### config.mk
export PLATFORM = sky130hd
export DESIGN_NAME = mem_bus_arbiter
export DESIGN_NICKNAME = d
export VERILOG_FILES = /design/src/rtl/mem_bus_arbiter.sv
export SDC_FILE = /design/constraint.sdc
export NUM_CORES = 1
export LEC_CHECK = 0
export CAP_MARGIN = 20
export CORE_UTILIZATION = 55
export DETAILED_ROUTE_END_ITERATION = 7
export PLACE_DENSITY = 0.85
export SKIP_LAST_GASP = 1
export SYNTH_ARGS = -nofsm -noshare
export SYNTH_HDL_FRONTEND = slang
export SYNTH_SLANG_ARGS = --single-unit
### constraint.sdc
create_clock -name clk_in -period 5.3 [get_ports clk_in]
set_clock_uncertainty 0.05 [all_clocks]
set_input_delay 1.59 -clock clk_in [delete_from_list [all_inputs] [get_ports clk_in]]
set_output_delay 1.59 -clock clk_in [all_outputs]
set_load 0.005 [all_outputs]
### src/rtl/mem_bus_arbiter.sv
// Shares the byte-wide external memory bus between instruction fetch and load/store.
// Wide accesses become byte transactions; read bytes are reassembled little-endian.
//
// state | meaning
// IDLE  | bus free, arbitrating (data requests beat fetch)
// FETCH | 4-byte instruction read, abortable by flush_in
// LOAD  | 1/2/4-byte data read
// STORE | 1/2/4-byte data write, stalls on full UART buffer for I/O addresses
module mem_bus_arbiter #(
   parameter int         ADDR_W = 32,
   parameter logic [1:0] IO_SEL = 2'b11
) (
   input  logic              clk_in,
   input  logic              rst_in,
   input  logic              rdy_in,
   input  logic              io_buffer_full,
   input  logic              flush_in,
   input  logic              if_req_in,
   input  logic [ADDR_W-1:0] if_addr_in,
   output logic              if_done_out,
   output logic [31:0]       if_inst_out,
   input  logic              d_rd_req_in,
   input  logic              d_wr_req_in,
   input  logic [ADDR_W-1:0] d_addr_in,
   input  logic [31:0]       d_wdata_in,
   input  logic [2:0]        d_len_in,
   output logic              d_done_out,
   output logic [31:0]       d_rdata_out,
   input  logic [7:0]        mem_din,
   output logic [7:0]        mem_dout,
   output logic [ADDR_W-1:0] mem_a,
   output logic              mem_wr,
   output logic [1:0]        busy_out
);

   typedef enum logic [1:0] {
      IDLE  = 2'b00,
      FETCH = 2'b01,
      LOAD  = 2'b10,
      STORE = 2'b11
   } state_t;

   state_t            state;
   logic [ADDR_W-1:0] base;
   logic [2:0]        len;
   logic [2:0]        cnt;
   logic [31:0]       wbuf;
   logic [31:0]       rbuf;
   logic              wr_q;

   logic [2:0]        len_sel;
   logic [2:0]        cnt_inc;
   logic [1:0]        rd_idx;
   logic [31:0]       rbuf_nxt;
   logic              io_stall_new;
   logic              io_stall_cur;

   assign busy_out     = state;
   assign mem_wr       = wr_q & rdy_in;
   assign cnt_inc      = cnt + 3'd1;
   assign rd_idx       = cnt[1:0] - 2'd1;
   assign io_stall_new = (d_addr_in[17:16] == IO_SEL) && io_buffer_full;
   assign io_stall_cur = (base[17:16] == IO_SEL) && io_buffer_full;

   always_comb begin
      case (d_len_in)
         3'd1:    len_sel = 3'd1;
         3'd2:    len_sel = 3'd2;
         default: len_sel = 3'd4;
      endcase
   end

   // Read data lags the address by two edges, so count value c captures byte c-1.
   always_comb begin
      rbuf_nxt = rbuf;
      if (cnt != 3'd0) rbuf_nxt[{rd_idx, 3'b000} +: 8] = mem_din;
   end

   always_ff @(posedge clk_in or negedge rst_in) begin
      if (!rst_in) begin
         state       <= IDLE;
         base        <= '0;
         len         <= 3'd0;
         cnt         <= 3'd0;
         wbuf        <= 32'd0;
         rbuf        <= 32'd0;
         wr_q        <= 1'b0;
         mem_a       <= '0;
         mem_dout    <= 8'd0;
         if_done_out <= 1'b0;
         if_inst_out <= 32'd0;
         d_done_out  <= 1'b0;
         d_rdata_out <= 32'd0;
      end else if (rdy_in) begin
         if_done_out <= 1'b0;
         d_done_out  <= 1'b0;
         wr_q        <= 1'b0;
         case (state)
            IDLE: begin
               if (d_wr_req_in) begin
                  state <= STORE;
                  base  <= d_addr_in;
                  len   <= len_sel;
                  wbuf  <= d_wdata_in;
                  mem_a <= d_addr_in;
                  if (io_stall_new) begin
                     cnt <= 3'd0;
                  end else begin
                     mem_dout <= d_wdata_in[7:0];
                     wr_q     <= 1'b1;
                     cnt      <= 3'd1;
                  end
               end else if (d_rd_req_in) begin
                  state <= LOAD;
                  base  <= d_addr_in;
                  len   <= len_sel;
                  mem_a <= d_addr_in;
                  cnt   <= 3'd0;
                  rbuf  <= 32'd0;
               end else if (if_req_in && !flush_in) begin
                  state <= FETCH;
                  base  <= if_addr_in;
                  len   <= 3'd4;
                  mem_a <= if_addr_in;
                  cnt   <= 3'd0;
                  rbuf  <= 32'd0;
               end
            end
            FETCH, LOAD: begin
               if (state == FETCH && flush_in) begin
                  state <= IDLE;
                  cnt   <= 3'd0;
               end else begin
                  if (cnt_inc < len) mem_a <= base + ADDR_W'(cnt_inc);
                  rbuf <= rbuf_nxt;
                  if (cnt == len) begin
                     state <= IDLE;
                     cnt   <= 3'd0;
                     if (state == FETCH) begin
                        if_done_out <= 1'b1;
                        if_inst_out <= rbuf_nxt;
                     end else begin
                        d_done_out  <= 1'b1;
                        d_rdata_out <= rbuf_nxt;
                     end
                  end else begin
                     cnt <= cnt_inc;
                  end
               end
            end
            STORE: begin
               if (cnt == len) begin
                  state      <= IDLE;
                  cnt        <= 3'd0;
                  d_done_out <= 1'b1;
               end else if (!io_stall_cur) begin
                  mem_a    <= base + ADDR_W'(cnt);
                  mem_dout <= wbuf[{cnt[1:0], 3'b000} +: 8];
                  wr_q     <= 1'b1;
                  cnt      <= cnt_inc;
               end
            end
            default: state <= IDLE;
         endcase
      end
   end

endmodule

==> metrics.txt, run 1 <==
core area=18800 µm²; Slew Viols, Final=0; CTS Hold Buffers Added=0; fmax=0.227 GHz; starting density of the core=56.4%; Mapped Nets=1034; Hold Path Stages=1; Setup Buffers After CTS=0; Leakage=0.00609 µW; HPWL Detailed=18300 µm; RD Place Congestion=0.849; critical path class=input port to primary output; worst path arrival time=2.76 ns; port buffer count=223; worst reg2reg path depth=10; Ports=224; fillers=1311; Crit path required time=3.66 ns; fraction of registers with async set/reset=100%; WHS Endpoint=d_rdata_out[12]$_DFFE_PN0P_; Vias=8147; VDD IR max=301 µV; Chip Width=141 µm; CTS H-Tree Depth=1; first-pass GRT wire length=44200 µm; CTS tree=built; post-synthesis xor/xnor area fraction=1.07%; Longest Clk Path Bufs=3; Power Dens Cells=479 nW/µm²; Compound-Gate Fraction of Synth Area=16.0%; Worst Tran Pin Value=0.977 ns; reg2reg start=busy_out[0]$_DFFE_PN0P_; Synth Warn #=0; Rel. slew slack=34.9%; max_cap viols=0; Simple-Gate Fraction of Synth Area=8.48%; Pre-antenna DRT Iters=5; floorplan row count=50; Non-Filler Instances=1348; initial antenna violation count=0; Area Growth Syn to Fin=29.1%; DRC viols=0; Final Hold Violating Endpoints=0; Worst setup SP type=input port; placed cells=1311; ys flop type=dfrtp_1; drt wl/cell=20.1 µm; CP Max Fanout=2; Seq/Total Area, Yosys=49.8%; root buf cell=clkbuf_16; final setup fails=0; synthesized area per cell=11.7 µm²; multiplexer share of the synthesized area=18.9%; die area=19800 µm²; RSZ-0062 raised after global routing=no; HP Start=d_rdata_out[12]$_DFFE_PN0P_; Reg2Reg Capture Point=mem_a[12]$_DFFE_PN0P_; Synth cell types=69; CTS Sinks=211; global-route usage over all layers=28.2%; EDFF count, synth=0; Ant. Diodes=0; clock latency on the worst-skew pair=0.50 ns; largest net degree at the start of global routing=123; crit path time final=4.40 ns; Layout Nets=1232; share of cells above drive strength 1=16.7%; main combinational cell family by area after synthesis=multiplexers; Setup TNS=0 ns; crit end category=primary output; reg-to-reg slack, setup=1.40 ns; drt via density=6.04; Antenna Nets Post-Route=0; period utilization=83.1%; HP Class=flip-flop to flip-flop; register bit total from synthesis=211; GRT Residual Overflow=0; vias in the first global route=8321; post_cts resized=0; initial DRC count=745; Min Hold Slack=0.436 ns; number of CTS-inserted buffers=22; Syn Inst Count=903; Synth Area in Adders=1.96%; Reg clk slew, reported paths=0.06 ns; outcome=complete, no violations; Routed WL=27100 µm; Mapped Area=10600 µm²; die height=141 µm
-- routing by layer --
layer  GRT usage [%]  vias to the layer above  wire (µm)
met3            4.79                       51       1670
met4            8.98                        0        687
met1            36.6                     4032      11300
li1                -                     3739          -
met2            48.2                      325      13400
met5               0                        -          0
-- sequential cells by signal, summed over array words and instances, names as in the netlist --
name         flops
if_inst_out     32
wbuf            32
wr_q             1
mem_dout         8
base            32
d_rdata_out     32
d_done_out       1
mem_a           32
if_done_out      1
len              3
cnt              3
busy_out         2
rbuf            32
-- where the power goes --
part	internal [µW]	switching (µW)	total [µW]
Clock	920	607	1530
Sequential	2060	354	2410
Combinational	1260	1340	2600
-- synth_stat cells, types with 9 or more instances --
cell type	instances	area [µm²]
mux2_1	12	135
nand4_1	9	56.3
a22o_1	66	578
buf_1	16	60.1
o21ai_0	35	175
mux2i_1	34	340
nor4_1	9	56.3
nand2_1	38	143
nor2_1	46	173
dfrtp_1	211	5280
buf_2	18	90.1
mux2_4	37	556
mux2_2	70	788
o21ai_1	23	115
clkbuf_1	23	86.3
o31ai_1	21	158
a21oi_1	50	250
inv_1	23	86.3
ha_1	15	188
nand3_1	12	60.1
-- layout by cell type, fill, tap and decap left out, types with 12 or more instances in the layout --
cell,instances
a21oi_1,50
a22o_1,66
buf_4,14
clkbuf_16,23
clkdlybuf4s50_1,222
dfrtp_1,211
ha_1,14
inv_1,23
mux2_1,12
mux2_2,70
mux2_4,37
mux2i_1,34
nand2_1,38
nand3_1,12
nor2_1,45
o21ai_0,35
o21ai_1,23
o31ai_1,21
-- how the worst max path moves through the flow --
stage,cells past startpoint,to,startpoint,slack [ns]
final,3,mem_wr,rdy_in,0.90
after global routing,3,mem_wr,rdy_in,0.83
after CTS,3,mem_wr,rdy_in,0.87
after detailed placement,3,mem_wr,rdy_in,0.87
after global placement,3,mem_wr,rdy_in,0.87
after floorplan,2,mem_wr,rdy_in,1.66
-- critical path, stage by stage --
cell             delay, ns
clkdlybuf4s50_1       0.48
and2_1                0.17
clkdlybuf4s50_1       0.52
-- final cells by class --
cell class / instances / area [µm²] / share of cell area, %
Inverter: 25 / 93.8 / 0.686
Multi-Input combinational cell: 603 / 4930 / 36.0
Clock buffer: 34 / 677 / 4.95
Timing Repair Buffer: 238 / 2360 / 17.3
Clock inverter: 3 / 40.0 / 0.293
Tap cell: 234 / 293 / 2.14
Sequential cell: 211 / 5280 / 38.6
-- logic make-up (layout without fill, tap and decap cells) --
kind of cell,after synthesis,after routing
AOI/OAI and AO/OA,244,244
muxes,161,161
adders and majority gates,16,16
buffers and inverters,89,300
DFF,211,211
xor gates and xnor gates,13,13
and+or+nand+nor,169,169
-- metrics by stage --
| step | area [µm²] | setup slack (ns) | power [µW] | util, % |
|---|---|---|---|---|
| after CTS | 13700 | 0.869 | 6560 | 72.8 |
| after detailed placement | 13000 | 0.869 | 5000 | 69.0 |
| after global placement | 13000 | 0.871 | 4890 | 69.0 |
| after global routing | 13700 | 0.829 | 6930 | 72.8 |
| after floorplan | 10600 | 1.66 | 4040 | - |
| final | 13700 | 0.896 | 6550 | 72.8 |
Power figures use the tool's default switching activity.
==> run 2: changes to the inputs <==
- CORE_UTILIZATION: 55 -> 47
- PLACE_DENSITY: 0.85 -> 0.77
- clock period: 5.3 -> 3.6 ns (I/O delays scaled with it)
==> metrics.txt, run 2 (synthesis results as in run 1) <==
starting density of the core=48.2%; Crit path required time=2.47 ns; die area=23100 µm²; CTS tree=built; CP Max Fanout=2; outcome=finished, violations left; drt via density=5.76; RSZ-0062 raised after global routing=no; Longest Clk Path Bufs=3; Area Growth Syn to Fin=31.9%; HP Class=flip-flop to flip-flop; M1 GR Usage=32.2%; DRC viols=30; Layout Nets=1247; Slew Viols, Final=0; floorplan row count=54; post_cts resized=0; GR peak layer=met2; Final Util=63.6%; Setup TNS=0 ns; final setup fails=0; CTS H-Tree Depth=1; Setup Buffers After CTS=0; initial antenna violation count=1; RD Place Congestion=0.908; first-pass GRT wire length=44200 µm; drt wl/cell=19.2 µm; initial DRC count=607; HPWL Detailed=19000 µm; die height=152 µm; Rel. slew slack=46.3%; Worst setup SP type=input port; CTS Hold Buffers Added=0; share of cells above drive strength 1=18.0%; grt met2 use=38.6%; max_cap viols=0; Post-DP Area=13200 µm²; clock latency on the worst-skew pair=0.50 ns; Ports=224; crit path time final=3.35 ns; reg-to-reg slack, setup=0.32 ns; vias in the first global route=8139; most common cell after layout, fill and taps aside=clkdlybuf4s50_1; critical path class=input port to primary output; Min Hold Slack=0.438 ns; final total power=9980 µW; Power Dens Cells=715 nW/µm²; Chip Width=152 µm; core area=22000 µm²; number of CTS-inserted buffers=23; crit end category=primary output; global-route usage over all layers=23.6%; commonest cells after routing, fill and taps aside=222 x clkdlybuf4s50_1, 211 x dfrtp_1, 70 x mux2_2; root buf cell=clkbuf_16; GRT Residual Overflow=0; port buffer count=223; Pre-antenna DRT Iters=7; largest net degree at the start of global routing=83; CTS Sinks=211; period utilization=93.0%; fmax=0.299 GHz; grt met3 use=3.94%; Final Hold Violating Endpoints=0; Antenna Nets Post-Route=0; Vias=8118; Worst Tran Pin Value=0.798 ns; failing checks=design-rule violations; Leakage=0.00622 µW; Routed WL=27000 µm; worst path arrival time=2.22 ns; Design Area, Final=14000 µm²; Reg clk slew, reported paths=0.06 ns; VDD IR max=472 µV; Ant. Diodes=0
run 2: cell count changes in the layout (fill, tap and decap cells not counted), sizes merged:
| cell | change |
|---|---|
| buf | +14 |
| bufinv | +3 |
| clkbuf | -2 |
| clkinv | -1 |
| clkinvlp | +1 |
run 2: final cells by class:
| cell class | count | area, µm² |
|---|---|---|
| clock buffers | 32 | 669 |
| well taps | 280 | 350 |
| clock inverters | 6 | 133 |
| fillers | 1696 | 7990 |
| flip-flops and latches | 211 | 5280 |
| repair buffers | 252 | 2520 |
| multi-input cells | 603 | 4930 |
| inverters | 25 | 93.8 |
run 2: stage by stage:
stage | instances | setup slack (ns)
2_1_floorplan | 903 | 0.00824
3_3_place_gp | 1371 | 0.177
3_5_place_dp | 1371 | 0.0797
4_1_cts | 1409 | 0.207
5_1_grt | 1409 | 0.113
6_report | 1409 | 0.253
run 2: final timing paths:
path,start,to,cells past startpoint
min,mem_a[25]$_DFFE_PN0P_,mem_a[25]$_DFFE_PN0P_,1
max,rdy_in,mem_wr,3
min in group asynchronous,rst_in,d_rdata_out[11]$_DFFE_PN0P_,1
max in group asynchronous,rst_in,mem_a[1]$_DFFE_PN0P_,2
min reg2reg,mem_a[25]$_DFFE_PN0P_,mem_a[25]$_DFFE_PN0P_,1
max reg2reg,busy_out[0]$_DFFE_PN0P_,mem_a[28]$_DFFE_PN0P_,10
run 2: power breakdown:
part | leakage (µW) | switching [µW] | internal (µW) | total (µW)
combinational | 0.00313 | 1980 | 1960 | 3940
sequential | 0.00270 | 507 | 3030 | 3540
clock | 0.000391 | 934 | 1570 | 2510
run 2: worst max-delay path, cell delays in order:
cell and delay (ns):
clkdlybuf4s50_1 0.47, and2_1 0.12, clkdlybuf4s50_1 0.54
run 2: metal layers:
| layer | share of wire (%) | vias to the layer above |
|---|---|---|
| met1 | 43 | 4001 |
| li1 | - | 3756 |
| met5 | 0.048 | - |
| met3 | 6.7 | 51 |
| met4 | 2.5 | 2 |
| met2 | 47 | 308 |
